--- src/rtl/ifu_pkg.sv ---
// Shared types and constants for the instruction fetch unit.
package ifu_pkg;

    // Fetch sequencer states.
    typedef enum logic [2:0] {
        REQ       = 3'd0,
        WAIT_RESP = 3'd1,
        DONE      = 3'd2,
        WAIT_NEXT = 3'd3,
        FAULT     = 3'd4
    } ifu_state_e;

    // Fault cause encoding reported on fault_cause.
    localparam logic [1:0] CAUSE_NONE     = 2'b00;
    localparam logic [1:0] CAUSE_MISALIGN = 2'b01;
    localparam logic [1:0] CAUSE_BUSERR   = 2'b10;
    localparam logic [1:0] CAUSE_TIMEOUT  = 2'b11;

    // addi x0, x0, 0: harmless instruction shown before the first fetch.
    localparam logic [31:0] NOP_INSN = 32'h0000_0013;

    // Boot address of the core.
    localparam logic [31:0] DEFAULT_RESET_PC = 32'h8000_0000;

    // Default response budget in WAIT_RESP.
    localparam int unsigned DEFAULT_TIMEOUT_CYCLES = 255;

    // Instructions are 32-bit words; the two low address bits must be zero.
    function automatic logic pc_is_aligned(input logic [31:0] addr);
        return (addr[1:0] == 2'b00);
    endfunction

endpackage

--- src/rtl/ifu_timeout_ctr.sv ---
// Response timeout counter: counts waiting cycles and flags the last
// allowed one. With count starting at 0 on the first waiting cycle, the
// LIMIT-th waiting cycle is the one where count == LIMIT-1, so terminal
// marks the cycle in which a missing response becomes a timeout.
module ifu_timeout_ctr #(
    parameter int unsigned LIMIT = 255
) (
    input  logic clk,
    input  logic rst,
    input  logic clear,
    input  logic enable,
    output logic terminal
);

    localparam logic [15:0] LAST = 16'(LIMIT - 1);

    logic [15:0] count;

    // Count enabled cycles; clear has priority; saturate instead of wrapping.
    always_ff @(posedge clk or posedge rst) begin
        if (rst) begin
            count <= 16'd0;
        end else if (clear) begin
            count <= 16'd0;
        end else if (enable && (count != 16'hFFFF)) begin
            count <= count + 16'd1;
        end
    end

    // Terminal flag for the current cycle.
    always_comb begin
        terminal = (count == LAST);
    end

endmodule

--- src/rtl/ifu_fetch.sv ---
// Instruction fetch unit: holds the PC, fetches one word at a time over a
// valid/ready memory port, hands it to decode with a one-cycle IFU_done
// pulse, then waits for writeback to supply the next PC. Misaligned PCs,
// bus errors and response timeouts park the unit in a sticky FAULT state.
//
// Handshake: a request transfers on a rising edge where imem_req_valid and
// imem_req_ready are both 1; while valid is high without ready, imem_addr is
// held unchanged and valid is not withdrawn. Responses carry no ready: a
// response is taken on any edge with imem_resp_valid=1 while in WAIT_RESP,
// imem_resp_err qualifies it, and it is ignored in every other state.
module ifu_fetch import ifu_pkg::*; #(
    parameter logic [31:0] RESET_PC       = DEFAULT_RESET_PC,
    parameter int unsigned TIMEOUT_CYCLES = DEFAULT_TIMEOUT_CYCLES
) (
    input  logic        clk,
    input  logic        rst,
    input  logic        next_pc_valid,
    input  logic [31:0] next_pc,
    output logic        imem_req_valid,
    input  logic        imem_req_ready,
    output logic [31:0] imem_addr,
    input  logic        imem_resp_valid,
    input  logic [31:0] imem_rdata,
    input  logic        imem_resp_err,
    output logic        IFU_done,
    output logic [31:0] instruction,
    output logic [31:0] pc,
    output logic        fetch_fault,
    output logic [1:0]  fault_cause,
    output logic        busy
);

    // Sequencer state; kept as a named enum so it is visible for debug.
    ifu_state_e  state;
    ifu_state_e  state_next;

    logic [31:0] pc_q;
    logic [31:0] insn_q;
    logic [1:0]  cause_q;
    logic [1:0]  cause_next;
    logic        req_valid_q;

    logic        req_fire;
    logic        resp_take;
    logic        ctr_clear;
    logic        ctr_enable;
    logic        ctr_terminal;
    logic        pc_load;
    logic        insn_load;

    ifu_timeout_ctr #(
        .LIMIT (TIMEOUT_CYCLES)
    ) u_timeout_ctr (
        .clk      (clk),
        .rst      (rst),
        .clear    (ctr_clear),
        .enable   (ctr_enable),
        .terminal (ctr_terminal)
    );

    // Next-state, fault-cause and datapath-enable decode.
    always_comb begin
        state_next = state;
        cause_next = cause_q;
        ctr_clear  = 1'b0;
        ctr_enable = 1'b0;
        pc_load    = 1'b0;
        insn_load  = 1'b0;
        req_fire   = req_valid_q && imem_req_ready;
        resp_take  = 1'b0;

        case (state)
            REQ: begin
                // req_valid_q is low only in the first cycle after reset.
                if (req_fire) begin
                    state_next = WAIT_RESP;
                    ctr_clear  = 1'b1;
                end
            end
            WAIT_RESP: begin
                // A response in the terminal cycle still wins over timeout.
                if (imem_resp_valid) begin
                    resp_take = 1'b1;
                    if (imem_resp_err) begin
                        state_next = FAULT;
                        cause_next = CAUSE_BUSERR;
                    end else begin
                        state_next = DONE;
                        insn_load  = 1'b1;
                    end
                end else if (ctr_terminal) begin
                    state_next = FAULT;
                    cause_next = CAUSE_TIMEOUT;
                end else begin
                    ctr_enable = 1'b1;
                end
            end
            DONE: begin
                state_next = WAIT_NEXT;
            end
            WAIT_NEXT: begin
                // The PC is taken even when misaligned, for diagnostics.
                if (next_pc_valid) begin
                    pc_load = 1'b1;
                    if (pc_is_aligned(next_pc)) begin
                        state_next = REQ;
                    end else begin
                        state_next = FAULT;
                        cause_next = CAUSE_MISALIGN;
                    end
                end
            end
            FAULT: begin
                state_next = FAULT;
            end
            default: begin
                state_next = FAULT;
            end
        endcase
    end

    // State register; reset returns to REQ and drops any in-flight response.
    always_ff @(posedge clk or posedge rst) begin
        if (rst) begin
            state <= REQ;
        end else begin
            state <= state_next;
        end
    end

    // Registered request valid: high for every cycle spent in REQ except
    // the first cycle after reset, so it never rises during reset itself.
    always_ff @(posedge clk or posedge rst) begin
        if (rst) begin
            req_valid_q <= 1'b0;
        end else begin
            req_valid_q <= (state_next == REQ);
        end
    end

    // Architectural PC, updated only from writeback in WAIT_NEXT.
    always_ff @(posedge clk or posedge rst) begin
        if (rst) begin
            pc_q <= RESET_PC;
        end else if (pc_load) begin
            pc_q <= next_pc;
        end
    end

    // Last good instruction word; errored responses leave it untouched.
    always_ff @(posedge clk or posedge rst) begin
        if (rst) begin
            insn_q <= NOP_INSN;
        end else if (insn_load) begin
            insn_q <= imem_rdata;
        end
    end

    // Sticky fault cause, written once on the transition into FAULT.
    always_ff @(posedge clk or posedge rst) begin
        if (rst) begin
            cause_q <= CAUSE_NONE;
        end else if (state != FAULT) begin
            cause_q <= cause_next;
        end
    end

    // Output mapping.
    always_comb begin
        imem_req_valid = req_valid_q;
        imem_addr      = pc_q;
        IFU_done       = (state == DONE);
        instruction    = insn_q;
        pc             = pc_q;
        fetch_fault    = (state == FAULT);
        fault_cause    = cause_q;
        busy           = (state == REQ) || (state == WAIT_RESP);
    end

endmodule
--- config.mk ---
export PLATFORM = sky130hd
export DESIGN_NAME = ifu_fetch
export DESIGN_NICKNAME = d
export VERILOG_FILES = /design/src/rtl/ifu_pkg.sv /design/src/rtl/ifu_timeout_ctr.sv /design/src/rtl/ifu_fetch.sv
export SDC_FILE = /design/constraint.sdc
export NUM_CORES = 1
export LEC_CHECK = 0
export CAP_MARGIN = 10
export CORE_MARGIN = 10
export CORE_UTILIZATION = 40
export CTS_BUF_LIST = sky130_fd_sc_hd__clkbuf_2 sky130_fd_sc_hd__clkbuf_4 sky130_fd_sc_hd__clkbuf_8
export DETAILED_ROUTE_END_ITERATION = 10
export GPL_ROUTABILITY_DRIVEN = 1
export PLACE_DENSITY = 0.79
export RECOVER_POWER = 50
export SYNTH_ARGS = -nofsm -noshare
export SYNTH_HDL_FRONTEND = slang
export SYNTH_SLANG_ARGS = --single-unit
export TNS_END_PERCENT = 10
--- constraint.sdc ---
create_clock -name clk -period 3 [get_ports clk]
set_input_delay 0.3 -clock clk [delete_from_list [all_inputs] [get_ports clk]]
set_output_delay 0.3 -clock clk [all_outputs]
set_load 0.02 [all_outputs]
# == Yosys cells after proc, flatten, opt, wreduce, memory -nomap -nowiden ==
# Index checks and enable logic that the tools add are counted.
# word_totals
register_bits,86
latchBits,0
mem_bits_rw,0
mem_bits_ro,0
output_inout_bits,102
wordCells,52
n_memories,0
# op_classes
n_addsub,1
mul,0
div,0
magnitude_cmp,0
n_eq_ne,11
n_shift,0
n_mux,25
n_bitwise,0
reduce_logical,9
# ops
operator,n
$mux W16,2
$mux W3,6
$add A16 B1 Y16 const B,1
$eq A16 B8 Y1 const B,1
$ne A16 B16 Y1 const B,1
$pmux W3 S4,1
$mux W1,10
$mux W2,5
$ne A3 B3 Y1 const B,3
$eq A3 B2 Y1 const B,2
$logic_not A3 Y1,2
$reduce_and A6 Y1,1
$ne A2 B2 Y1 const B,2
$pmux W2 S2,1
$reduce_bool A2 Y1,2
$eq A3 B1 Y1 const B,1
$eq A3 B3 Y1 const B,1
$logic_and A1 B1 Y1,2
$logic_not A2 Y1,1
$logic_or A1 B1 Y1,1

# == Logic depth before layout (Yosys ltp) ==
# depth
ltp_word,7
ltp_mapped,7
mapped_depth_nobuf,6

# == Cells and area by module ==
# A second synthesis with hierarchy kept.
# hier_totals
hier_cells,310
hier_area_um2,4125.2
# by_module_without_submodules
mod,instances,cells_per_inst,area_per_inst_um2,seq_area_each_um2
ifu_fetch,1,207,3158.0,1756.7
ifu_timeout_ctr,1,103,967.2,400.4

# == Worst setup path before layout ==
# Ideal clock, no wire load.
# synth_timing
path_kind,reg-to-reg
start,reg state[1]
end,reg u_timeout_ctr.count[8]
setup_time_ps,121
t_arrival_ps,1599
t_required_ps,2879
path_slack_ps,1280
stages_incl_launch_ff,7
n_path_buf,1
cell_sequence,dfrtp_1 > buf_6 > or4b_4 > nor4_4 > and3_1 > xnor2_1 > nor2_1
# synth_between
elab_chain_cells,4
word_cells_on_any_way,7
# synth_lines
item,line,rtl
from (decl),ifu_fetch.sv:34,ifu_state_e state;
from (signal assigned),ifu_fetch.sv:127,state <= state_next;
$eq A3 B1 Y1,ifu_fetch.sv:72,case (state)
$mux W1,ifu_fetch.sv:72,
$logic_and A1 B1 Y1,ifu_timeout_ctr.sv:25,end else if (enable && (count != 16'hFFFF)) begin
$reduce_bool A2 Y1 (no source line),--,
to (signal assigned),ifu_timeout_ctr.sv:26,count <= count + 16'd1;
to (decl),ifu_timeout_ctr.sv:17,logic [15:0] count;
# Parallel ways exist; a longest one is shown, timed or not.
# A chain may end at the register's enable or synchronous reset.

# == Worst setup path after layout ==
# layout_timing
start,reg state[1]
end,reg u_timeout_ctr.count[3]
# The elaborated chain is that of the path after synthesis.

==> impl_metrics.csv <==
group,metric,value,unit
clock_tree,post_cts_buffers,0,
finish,utilization,61.0,%
critical_path,crit_arrival,2.43,ns
critical_path,crit_required,3.26,ns
critical_path,cp-start-kind,"register",
yosys,yosysTopAreaCell,"dfrtp_1",
yosys,synth_top_cell_area_share,53.4,%
floorplanning,rows,35,
clock_tree,cts_num_sinks,86,
timing,setup_violations,0,
route,finalWirelength,9.97,mm
placed_design,port_buffers,171,
critical_path,ff2ff_path_depth,5,
global_routing,use_met3,8.25,%
clock_tree,clockBufferDepth,2,
pwr,power_leakage,2.60,nW
yosys,synth_cell_types,43,
timing,final.setup.tns,0,ns
yosys,syn_area,3840,µm²
timing,final.setup_skew,0.0132,ns
pwr,ir_drop,0.000409,V
hold_path,whs_endpoint,"instruction[25]$_DFFE_PP0P_",
route,postRouteAntennaNets,0,
clock_tree,cts_buffers,9,
timing,period_share,72.4,%
floorplanning,ios,172,
pwr,power.density,621,nW/µm²
yosys,syn_nets,369,
hold_path,whs_path_depth,1,
finish,fill_cells,761,
yosys,synthTopCellsByArea,"dfrtp_1 (53%), mux2_2 (19%), buf_4 (6.3%), dfstp_2 (2.7%), nor2_1 (1.3%)",
clock_tree,cts-root-buf,"clkbuf_8",
placed_design,post-dp-hpwl,7.92,mm
timing,timing_worst_slew_pin_value,2.09,ns
critical_path,critPathSlowestCell,"nor4b_1",
route,drtIter0Drc,121,
timing,fmaxAchievable,0.460,GHz
yosys,ys_async_sr_fraction,100,%
global_routing,antenna_found_initial,0,
critical_path,max_stage_delay,0.65,ns
global_routing,grt_max_degree,48,
clock_tree,cts.clk_slew.worst_paths,0.08,ns
clock_tree,cts_tree,"done",
yosys,avgSynthCellArea,12.9,µm²
route,dr_total_vias,2826,
floorplanning,die_h,118,µm
flow_run,cap_violations,1,
floorplanning,die_area,13900,µm²
yosys,synth-seq-area-share,56.2,%
floorplanning,start_util,41.4,%
global_routing,grt_pass1_wl,16.1,mm
finish,num_antenna_cells,0,
route,first_pass_iters,4,
yosys,syn_inst,297,
critical_path,r2r_slack,0.83,ns
finish,drive_gt1_share,21.3,%
floorplanning,die_w,118,µm
hold_path,hold_path_class,"reg -> reg",
critical_path,path_cells,"nor4b_1 -> and3_1 -> nand2_1 -> or3_1 -> a21oi_1",
timing,maxSlewHeadroom,-39.9,%
clock_tree,cts_resized,0,
critical_path,timing.rr.end,"u_timeout_ctr.count[3]$_DFFE_PP0P_",
hold_path,hp-start,"instruction[25]$_DFFE_PP0P_",
placed_design,placed_area,5460,µm²
yosys,synthFlopType,"dfrtp_1",
global_routing,busiest_layer,"met2",
timing,rsz0062_at_grt,"false",
global_routing,grt.overflow.total,0,
critical_path,endpoint_kind,"register",
placed_design,globalplace.congestion,0.864,
critical_path,cp.buffers_inverters,0,
critical_path,reg2reg_from,"state[1]$_DFF_PP0_",
clock_tree,htree_levels,3,
outcome,status,"finished with violations",
global_routing,grt_pass1_vias,3074,
yosys,synth-seq-cells,86,
floorplanning,placeableCoreArea,9280,µm²
route,wl_per_cell,17.3,µm
global_routing,grt_use_met1,14.8,%
route,drc,0,
clock_tree,hold_buffers,0,
clock_tree,clock_latency,0.34,ns
yosys,synth_edf_count,0,
route,vias_per_cell,4.91,
timing,finalHoldViolCount,0,
timing,holdWs,0.505,ns
yosys,synth_warnings,0,
finish,fin_area,5660,µm²
critical_path,crit_type,"reg -> reg",
timing,period_needed,2.17,ns
finish,area_growth_syn_to_layout,47.5,%
timing,drv_slew,47,
finish,layout.nets,513,
global_routing,use_met2,22.7,%
global_routing,grtUsageTotal,14.1,%
outcome,violations,"capacitance limit, slew limit",
critical_path,critPathTopFamily,"simple AND/OR/NAND/NOR gates",
critical_path,critPathMaxFanout,10,
state kept, by name, indices dropped and copies added, names as in the netlist:
register / cells
instruction: 32
u_timeout_ctr.count: 16
imem_req_valid: 1
imem_addr: 32
fault_cause: 2
state: 3
layout make-up:
type | count | area [µm²] | share of cell area, %
Tap cell | 129 | 161 | 2.85
Timing Repair Buffer | 174 | 1740 | 30.8
Multi-Input combinational cell | 164 | 1360 | 23.9
Inverter | 6 | 23.8 | 0.420
Sequential cell | 86 | 2160 | 38.1
Clock buffer | 11 | 139 | 2.45
Clock inverter | 5 | 83.8 | 1.48
logic make-up (layout without fill, tap and decap cells):
group,count (synthesis),count (layout),synth area share (%)
flops,86,86,56.2
mux,65,65,19.0
simple gates,61,61,9.90
buf+inv,47,196,8.18
compound gates,30,30,4.72
xor+xnor,6,6,1.37
fa+ha+maj,2,2,0.651
per-layer routing:
metal / routed length (µm) / share of wire, %
met5: 0 / 0
met4: 225 / 2.3
met3: 1280 / 13
met2: 4610 / 46
met1: 3850 / 39
synth_stat cells, types with 2 or more instances:
library cell  instances
nor2_1               13
nor3_1                2
nand4b_1              2
dfstp_2               4
and2_1                3
and3_1                4
buf_4                32
o21ai_0               9
a21oi_1               8
nand2_1              10
dfrtp_1              82
a31oi_1               5
ha_1                  2
xor2_1                5
inv_1                 6
nand4_1               6
mux2_2               64
nor3b_1               2
and4_1                2
buf_2                 8
nand3_1               6
per-stage QoR:
stage               cells  worst slack, ns  total power, mW
floorplan             297            0.485             2.10
global placement      559            0.858             2.70
detailed placement    559            0.825             2.73
CTS                   575            0.767             3.64
global route          575            0.644             3.72
finish                575            0.827             3.52
worst max path at each step:
stage                                               endpoint  slack [ns]                from  depth (start not counted)
after floorplan                   fault_cause[0]$_DFFE_PP0P_        0.48                 rst                          1
after global placement    u_timeout_ctr.count[8]$_DFFE_PP0P_        0.86     imem_resp_valid                          6
after detailed placement  u_timeout_ctr.count[8]$_DFFE_PP0P_        0.83     imem_resp_valid                          6
after CTS                                           IFU_done        0.77  state[1]$_DFF_PP0_                          3
after global routing      u_timeout_ctr.count[3]$_DFFE_PP0P_        0.64  state[1]$_DFF_PP0_                          5
final                     u_timeout_ctr.count[3]$_DFFE_PP0P_        0.83  state[1]$_DFF_PP0_                          5
layout by cell type, fill, tap and decap left out, types with 2 or more instances in the layout:
cell type / Yosys / routed
a21oi_1: 8 / 8
a31oi_1: 5 / 5
and2_1: 3 / 3
and3_1: 4 / 4
and4_1: 2 / 2
bufinv_16: 0 / 2
clkbuf_4: 0 / 2
clkbuf_8: 0 / 9
clkdlybuf4s50_1: 0 / 123
clkinvlp_4: 0 / 2
dfrtp_1: 82 / 82
dfstp_2: 4 / 4
dlygate4sd3_1: 0 / 48
ha_1: 2 / 2
inv_1: 6 / 5
mux2_2: 64 / 64
nand2_1: 10 / 10
nand3_1: 6 / 6
nand4_1: 6 / 6
nand4b_1: 2 / 2
nor2_1: 13 / 13
nor3_1: 2 / 2
nor3b_1: 2 / 2
o21ai_0: 9 / 9
xor2_1: 5 / 5
worst reg2reg max path, delay by kind of cell (launching register included):
family          cells  cell delay [ns]
compound gates      1             0.14
flops               1             0.49
simple gates        4             1.47
report_power, final:
part | total (mW) | internal [mW] | switching [mW] | leakage [nW]
combinational | 1.14 | 0.579 | 0.557 | 1.37
clock | 0.888 | 0.491 | 0.397 | 0.107
sequential | 1.49 | 1.37 | 0.121 | 1.13
(Power assumes the default switching activity.)
